**src/rtl/dct_2d_sequencer.sv**
```systemverilog
// dct_2d_sequencer: runs a 1-D transform engine over the N rows, then the
// N columns, of an NxN block and owns the transpose and scratch memory.
module dct_2d_sequencer #(
  parameter int LOG2_N     = 3,
  parameter int IN_WIDTH   = 8,
  parameter int DATA_WIDTH = 16,
  parameter int SCRATCH_AW = 5
) (
  input  logic                  clock,
  input  logic                  nreset,
  input  logic                  start,
  input  logic                  rows_only,
  output logic                  busy,
  output logic                  done,
  output logic [2*LOG2_N-1:0]   src_addr,
  input  logic [IN_WIDTH-1:0]   src_data,
  output logic [2*LOG2_N-1:0]   result_addr,
  output logic                  result_wren,
  output logic [DATA_WIDTH-1:0] result_data,
  output logic                  eng_nreset,
  input  logic [LOG2_N-1:0]     eng_fetch_addr,
  output logic [DATA_WIDTH-1:0] eng_src_data,
  input  logic                  eng_read_scratch,
  input  logic [SCRATCH_AW-1:0] eng_scratch_raddr,
  output logic [DATA_WIDTH-1:0] eng_scratch_rdata,
  input  logic [LOG2_N-1:0]     eng_result_addr,
  input  logic                  eng_result_wren,
  input  logic [DATA_WIDTH-1:0] eng_result_data,
  input  logic [SCRATCH_AW-1:0] eng_scratch_waddr,
  input  logic                  eng_scratch_wren,
  input  logic [DATA_WIDTH-1:0] eng_scratch_wdata,
  input  logic                  eng_finished
);

  localparam int AW    = 2 * LOG2_N;
  localparam int NN    = 1 << AW;
  localparam int DEPTH = NN + (1 << SCRATCH_AW);
  localparam int MAW   = $clog2(DEPTH);

  localparam logic [LOG2_N:0] LINE_ONE = 1;

  typedef enum logic [1:0] {
    S_IDLE,
    S_LINE_RST,
    S_LINE_RUN,
    S_DONE
  } state_e;

  state_e state_q, state_d;

  logic [LOG2_N:0] line_q, line_d;
  logic rows_only_q, rows_only_d;
  logic busy_q, busy_d;
  logic done_q, done_d;
  logic eng_nreset_q, eng_nreset_d;
  logic fin_q;
  logic rd_scr_q;

  logic col_pass;
  logic last_line;
  logic fin_rise;
  logic running;
  logic [LOG2_N-1:0] lnum;

  logic [AW-1:0] fetch_row_idx;
  logic [AW-1:0] fetch_col_idx;
  logic [AW-1:0] res_row_idx;
  logic [AW-1:0] res_col_idx;

  logic [DATA_WIDTH-1:0] mem_q [DEPTH];
  logic [DATA_WIDTH-1:0] rdata_q;
  logic [MAW-1:0] raddr;
  logic [MAW-1:0] waddr;
  logic [DATA_WIDTH-1:0] wdata;
  logic we;
  logic scr_we;
  logic line_we;

  // line_q MSB selects the pass; low bits are the line number
  assign col_pass = line_q[LOG2_N];
  assign lnum     = line_q[LOG2_N-1:0];
  assign running  = (state_q == S_LINE_RUN);
  assign fin_rise = eng_finished & ~fin_q;

  assign last_line = (&lnum) & (rows_only_q | col_pass);

  assign fetch_row_idx = {lnum, eng_fetch_addr};
  assign fetch_col_idx = {eng_fetch_addr, lnum};
  assign res_row_idx   = {lnum, eng_result_addr};
  assign res_col_idx   = {eng_result_addr, lnum};

  always_comb begin
    state_d     = state_q;
    line_d      = line_q;
    rows_only_d = rows_only_q;
    unique case (state_q)
      S_IDLE: begin
        if (start) begin
          state_d     = S_LINE_RST;
          line_d      = '0;
          rows_only_d = rows_only;
        end
      end
      S_LINE_RST: state_d = S_LINE_RUN;
      S_LINE_RUN: begin
        if (fin_rise) begin
          if (last_line) begin
            state_d = S_DONE;
          end else begin
            line_d  = line_q + LINE_ONE;
            state_d = S_LINE_RST;
          end
        end
      end
      S_DONE:  state_d = S_IDLE;
      default: state_d = S_IDLE;
    endcase
    busy_d       = (state_d != S_IDLE);
    done_d       = (state_d == S_DONE);
    eng_nreset_d = (state_d == S_LINE_RUN);
  end

  always_ff @(posedge clock or negedge nreset) begin
    if (!nreset) begin
      state_q      <= S_IDLE;
      line_q       <= '0;
      rows_only_q  <= 1'b0;
      busy_q       <= 1'b0;
      done_q       <= 1'b0;
      eng_nreset_q <= 1'b0;
      fin_q        <= 1'b0;
      rd_scr_q     <= 1'b0;
    end else begin
      state_q      <= state_d;
      line_q       <= line_d;
      rows_only_q  <= rows_only_d;
      busy_q       <= busy_d;
      done_q       <= done_d;
      eng_nreset_q <= eng_nreset_d;
      fin_q        <= eng_finished;
      rd_scr_q     <= eng_read_scratch;
    end
  end

  // scratch writes win over a colliding line-region write
  assign scr_we  = running & eng_scratch_wren;
  assign line_we = running & eng_result_wren
                 & ~col_pass & ~rows_only_q;

  always_comb begin
    raddr = MAW'(fetch_col_idx);
    if (eng_read_scratch) begin
      raddr = MAW'(NN) + MAW'(eng_scratch_raddr);
    end
  end

  always_comb begin
    we    = 1'b0;
    waddr = '0;
    wdata = '0;
    if (scr_we) begin
      we    = 1'b1;
      waddr = MAW'(NN) + MAW'(eng_scratch_waddr);
      wdata = eng_scratch_wdata;
    end else if (line_we) begin
      we    = 1'b1;
      waddr = MAW'(res_row_idx);
      wdata = eng_result_data;
    end
  end

  always_ff @(posedge clock) begin
    if (we) begin
      mem_q[waddr] <= wdata;
    end
    rdata_q <= mem_q[raddr];
  end

  assign src_addr = busy_q ? fetch_row_idx : '0;

  assign eng_src_data = col_pass
                      ? rdata_q
                      : DATA_WIDTH'($signed(src_data));

  assign eng_scratch_rdata = rd_scr_q ? rdata_q : '0;

  assign result_wren = running & eng_result_wren
                     & (col_pass | rows_only_q);

  assign result_addr = !result_wren ? '0
                     : col_pass ? res_col_idx
                     : res_row_idx;

  assign result_data = eng_result_data;
  assign busy        = busy_q;
  assign done        = done_q;
  assign eng_nreset  = eng_nreset_q;

endmodule

```
**config.mk**
```make
export PLATFORM = sky130hd
export DESIGN_NAME = dct_2d_sequencer
export DESIGN_NICKNAME = d
export VERILOG_FILES = /design/src/rtl/dct_2d_sequencer.sv
export SDC_FILE = /design/constraint.sdc
export NUM_CORES = 2
export LEC_CHECK = 0
export ABC_AREA = 1
export CORE_MARGIN = 2
export CORE_UTILIZATION = 30
export DETAILED_ROUTE_END_ITERATION = 7
export HOLD_SLACK_MARGIN = 0.1
export SLEW_MARGIN = 25
export SYNTH_ARGS = -nofsm -noshare
export SYNTH_HDL_FRONTEND = slang
export SYNTH_SLANG_ARGS = --single-unit
```
**constraint.sdc**
```tcl
create_clock -name clock -period 2.63 [get_ports clock]
set_input_delay 0.526 -clock clock [delete_from_list [all_inputs] [get_ports clock]]
set_output_delay 0.526 -clock clock [all_outputs]
set_load 0.01 [all_outputs]
```
Yosys cells after proc, flatten, opt, wreduce, memory -nomap -nowiden --
Memory sizes are Yosys's and may differ from the RTL's. A register that Yosys moved wholly into a read port is not among the register bits. Cells that the tools add are included.
Cells by class: shift operators 0, multiplexer cells 22, equality and inequality tests 8, reductions and logical operators 6, div/mod/pow operators 0, bitwise operators 11, magnitude comparators 0, multipliers 0, add/subtract/negate cells 3
Operator list (count):
- 16-bit two-way mux | 4
- 6-bit two-way mux | 4
- 7-bit by 5-bit adder with 7-bit output, first input constant | 2
- 7-bit two-way mux | 2
- 4-bit two-way mux | 3
- 2-bit == test, second input constant | 4
- 2-bit one-hot mux with 4 select lines | 1
- 4-bit one-hot mux with 2 select lines | 1
- 1-bit AND | 7
- 2-bit two-way mux | 3
- 2-bit inequality test, second input constant | 3
- 4-bit by 1-bit adder with 4-bit output, second input constant | 1
- 1-bit two-way mux | 4
- 4-bit AND reduction | 1
- 2-bit nonzero test | 2
- 1-bit NOT | 3
- 3-bit AND reduction | 1
- 2-bit by 1-bit == test with 1-bit output, second input constant | 1
- 2-bit logical NOT | 1
- 2-bit AND reduction | 1
- 1-bit bitwise OR | 1
Storage, ports and cells: memory bits (writable) 1536, output and inout port bits 64, memories kept 1, logic and storage cells 59, ROM bits 0, register bits 12, bits in latches 0, input port bits 64
Memories:
- mem_q | depth 96, bits a word 16, read ports 1, clocked after memory_dff 1, wr ports 1, RTL line 70 | logic [DATA_WIDTH-1:0] mem_q [DEPTH];

Logic depth before layout (Yosys ltp) --
depth after elaboration 8, mapped depth 16, gate-level depth less buffers 13

Worst setup path before layout --
OpenSTA, ideal clock, no wires.
path kind register -> register, from register state_q[0], to memory mem_q[0][10], data pin, period minus slack after synthesis 2863 ps, data required time 2197 ps, stages on the path, launching flop included 9, library setup time 433 ps, buffers on the path 1, path slack -233 ps, arrival time 2430 ps, cells stage by stage dfrtp_1 inv_1 nand2_1 inv_2 nand2_1 nor2_2 clkbuf_1 nand3_1 nand2_1
Between the ends: word-level cells in the longest chain between the ends 6, elaborated cells on any way between the ends 7, classes of those cells 1 x eq/ne; 2 x mux; 4 x bitwise
Ends and longest elaborated chain:
- from (decl) | RTL line 49 | state_e state_q, state_d;
- from (signal assigned) | RTL line 134 | state_q <= state_d;
- 2-bit == test * | RTL line 82 | assign running = (state_q == S_LINE_RUN);
- 1-bit AND | RTL line 147 | assign line_we = running & eng_result_wren
- 1-bit AND (2 in series) | RTL line 148 | & ~col_pass & ~rows_only_q;
- 16-bit two-way mux | RTL line 165 | end else if (line_we) begin
- 16-bit two-way mux * | RTL line 161 | if (scr_we) begin
- net wdata[10] | RTL line 74 | logic [DATA_WIDTH-1:0] wdata;
- to (decl) | RTL line 70
Mark *: on every way through the listed nets, which the timed path passes. The rest lies on a longest branch.

Final worst setup path --
from register line_q[1], to output result_addr[4]
Between the ends: word-level cells in the longest chain between the ends 2
Ends and longest elaborated chain:
- from (decl) | RTL line 51 | logic [LOG2_N:0] line_q, line_d;
- from (signal assigned) | RTL line 135 | line_q <= line_d;
- 6-bit two-way mux | RTL line 191 | : col_pass ? res_col_idx
- 6-bit two-way mux | RTL line 190 | assign result_addr = !result_wren ? '0
- to (decl) | RTL line 17 | output logic [2*LOG2_N-1:0] result_addr,
No other way between the ends.

==> flow_summary.yaml <==
placed_design:
  dp_hpwl_um: 138000
  gp_congestion: 0.918
  io_buffers: 127
routing:
  drt_first_pass_iters: 6
  vias_per_cell: 4.85
  drc: 0
  drtAntennaViolNets: 0
  via_count: 47500
  wl_per_cell_um: 21.8
  routed_wirelength_um: 213000
  drt_iter0_drc: 5655
logic_synthesis:
  synthCells: 6212
  synth.distinct_cells: 28
  synth-seq-cells: 1564
  syn_nets: 6278
  yosys_warnings: 0
  synth_area_um2: 67400
  seq_area_frac_synth_pct: 69.4
  syn_avg_cell_area_um2: 10.8
floorplan:
  die_x_um: 478
  die_h_um: 478
  start_util_pct: 30.2
  die-area_um2: 228000
  rows: 173
  io_pins: 128
  core_um2: 223000
power_and_ir_drop:
  p_per_area_nw_per_um2: 843
  p_leak_nw: 33.5
  vdd_drop_max_uv: 771
global_route:
  grt_pass1_wl_um: 307000
  grt_pass1_vias: 45400
  grt_max_degree: 57
  overflow: 0
  antenna_found_initial: 6
  gr-usage-all-layers_pct: 18.1
timing:
  worstMarginPinSlew_ns: 0.627
  hold_violations: 0
  clock-skew-final_ns: 0.0446
  slew-limit-headroom_pct: 58.1
  finalCriticalPeriod_ns: 2.66
  period_share_pct: 101
  setup_slack_ns: -0.0279
  fmax_mhz: 376
  maxSlewViolCount: 0
  hold_slack_ns: 0.206
  setup_viol: 3
  rsz0062_at_grt: "yes"
worst_hold_path:
  hold_path_class: "in2reg"
clock_network:
  cts_buffers: 166
  h-tree-depth: 4
  insertion_delay_ns: 0.82
  cts_tree: "yes"
  root_buffer: "clkbuf_16"
  cts_buffer_depth: 3
  cts.clk_slew.worst_paths_ns: 0.06
  clock-sinks: 1564
worst_setup_path:
  critical_path.endpoint_type: "output pin"
  worstPathRequired_ns: 2.10
  path_delay_family: "buffers and inverters"
  slowest_stage: "dfrtp_1"
  path_cells: "clkinvlp_4 -> buf_6 -> buf_4 -> a211oi_2 -> buf_2"
  cp.arrival_ns: 2.13
  crit_fanout: 3
  max_stage_delay_ns: 0.39
  critical_path_class: "reg2out"
  critPathLaunchType: "register"
  worstPathBufferInverterCount: 4
run_status:
  violations: "negative setup slack"
  status: "finished with violations"
layout:
  finalCoreUtilization_pct: 37.7
  final_cell_mix: "edfxtp_1, nand3_1, nand2_1"
  mostFrequentLayoutCell: "edfxtp_1"
  fillCellCount: 21300
  drive_above_1_share_pct: 14.7
  area_growth_pct: 24.8
  nets: 6752
run:
  drv_cap: 0
==> logic make-up after synthesis <==
logic type,after synthesis,synth area share (%)
muxes,3,0.0446
buffers and inverters,1391,8.38
DFF,1564,69.4
adders and majority gates,2,0.0371
AOI/OAI and AO/OA,405,3.53
and+or+nand+nor,2847,18.6
==> Yosys cell counts <==
| library cell | instances | area [µm²] |
|---|---|---|
| o21ai_1 | 94 | 470 |
| o21ai_4 | 1 | 16.3 |
| nand3_1 | 1238 | 6200 |
| nand3b_1 | 64 | 480 |
| o211ai_1 | 128 | 961 |
| o21ai_2 | 1 | 8.76 |
| buf_2 | 234 | 1170 |
| nand2_1 | 1125 | 4220 |
| inv_6 | 1 | 8.76 |
| dfrtp_1 | 12 | 300 |
| nand2_4 | 7 | 78.8 |
| buf_4 | 26 | 195 |
| nor3_1 | 2 | 10.0 |
| nor2_2 | 3 | 18.8 |
| o21ai_0 | 172 | 861 |
| nor2_1 | 407 | 1530 |
| nor4_1 | 1 | 6.26 |
| inv_1 | 1006 | 3780 |
| ha_1 | 2 | 25.0 |
| inv_2 | 4 | 15.0 |
| mux2i_1 | 3 | 30.0 |
| edfxtp_1 | 1536 | 46100 |
| clkbuf_1 | 94 | 353 |
| buf_6 | 4 | 45.0 |
| a211oi_1 | 6 | 45.0 |
| a21oi_1 | 3 | 15.0 |
| buf_1 | 22 | 82.6 |
| dfxtp_1 | 16 | 320 |
==> what timing repair did <==
action	in CTS	in global routing
endpoints found under the hold margin	12	0
hold buffers	1	0
gates resized for setup	105	175
cloned	3	14
setup buffers	16	11
pin swaps	4	20
endpoints found under the setup margin	608	1490
==> sequential cells by signal, indices dropped and copies added, names as in the netlist <==
register / cells
rd_scr_q: 1
mem_q: 1536
fin_q: 1
rows_only_q: 1
state_q: 2
eng_nreset: 1
done: 1
rdata_q: 16
busy: 1
line_q: 4
==> through the flow <==
stage               cell area [µm²]  setup slack [ns]  cells  total power [mW]  setup TNS (ns)
finish                        84100           -0.0279   9801              70.9         -0.0496
global placement              77000            -0.734   9450              46.3         -859.81
global route                  84100            -0.115   9800              73.3           -1.20
detailed placement            77000            -0.661   9450              46.4         -674.85
CTS                           83000            -0.167   9777              70.5           -1.79
floorplan                     67400           -0.0248   6212              37.6          -18.24
==> report_power, final <==
part / internal, mW / switching, mW
sequential: 29.2 / 0.250
clock: 13.9 / 10.0
combinational: 5.81 / 11.7
total: 48.9 / 22.0
==> layer usage <==
| layer | track usage [%] | share of wire [%] |
|---|---|---|
| met1 | 24.1 | 41 |
| met2 | 29.6 | 48 |
| met3 | 2.85 | 7.3 |
| met4 | 6.76 | 4.0 |
| met5 | 0 | 0 |
==> final cells by class <==
type | count | area [µm²] | area share (%)
multi-input combinational | 3257 | 15800 | 18.8
timing repair buffer | 686 | 8400 | 9.99
tap | 2975 | 3720 | 4.43
antenna | 1 | 2.50 | 0.00298
sequential | 1564 | 46800 | 55.6
clock inverter | 108 | 1140 | 1.36
inverter | 1011 | 3820 | 4.54
clock buffer | 199 | 4420 | 5.26
==> final timing paths <==
path	from	end	slack [ns]	cells after the start
max	line_q[1]	result_addr[4]	-0.03	5
min	eng_finished	fin_q	0.21	1
max reg2reg	line_q[1]	rdata_q[1]	-0.01	15
min reg2reg	rows_only_q	rows_only_q	0.57	2
max in group asynchronous	nreset	rd_scr_q	1.52	2
min in group asynchronous	nreset	state_q[0]	0.66	2
(Power assumes the default switching activity.)
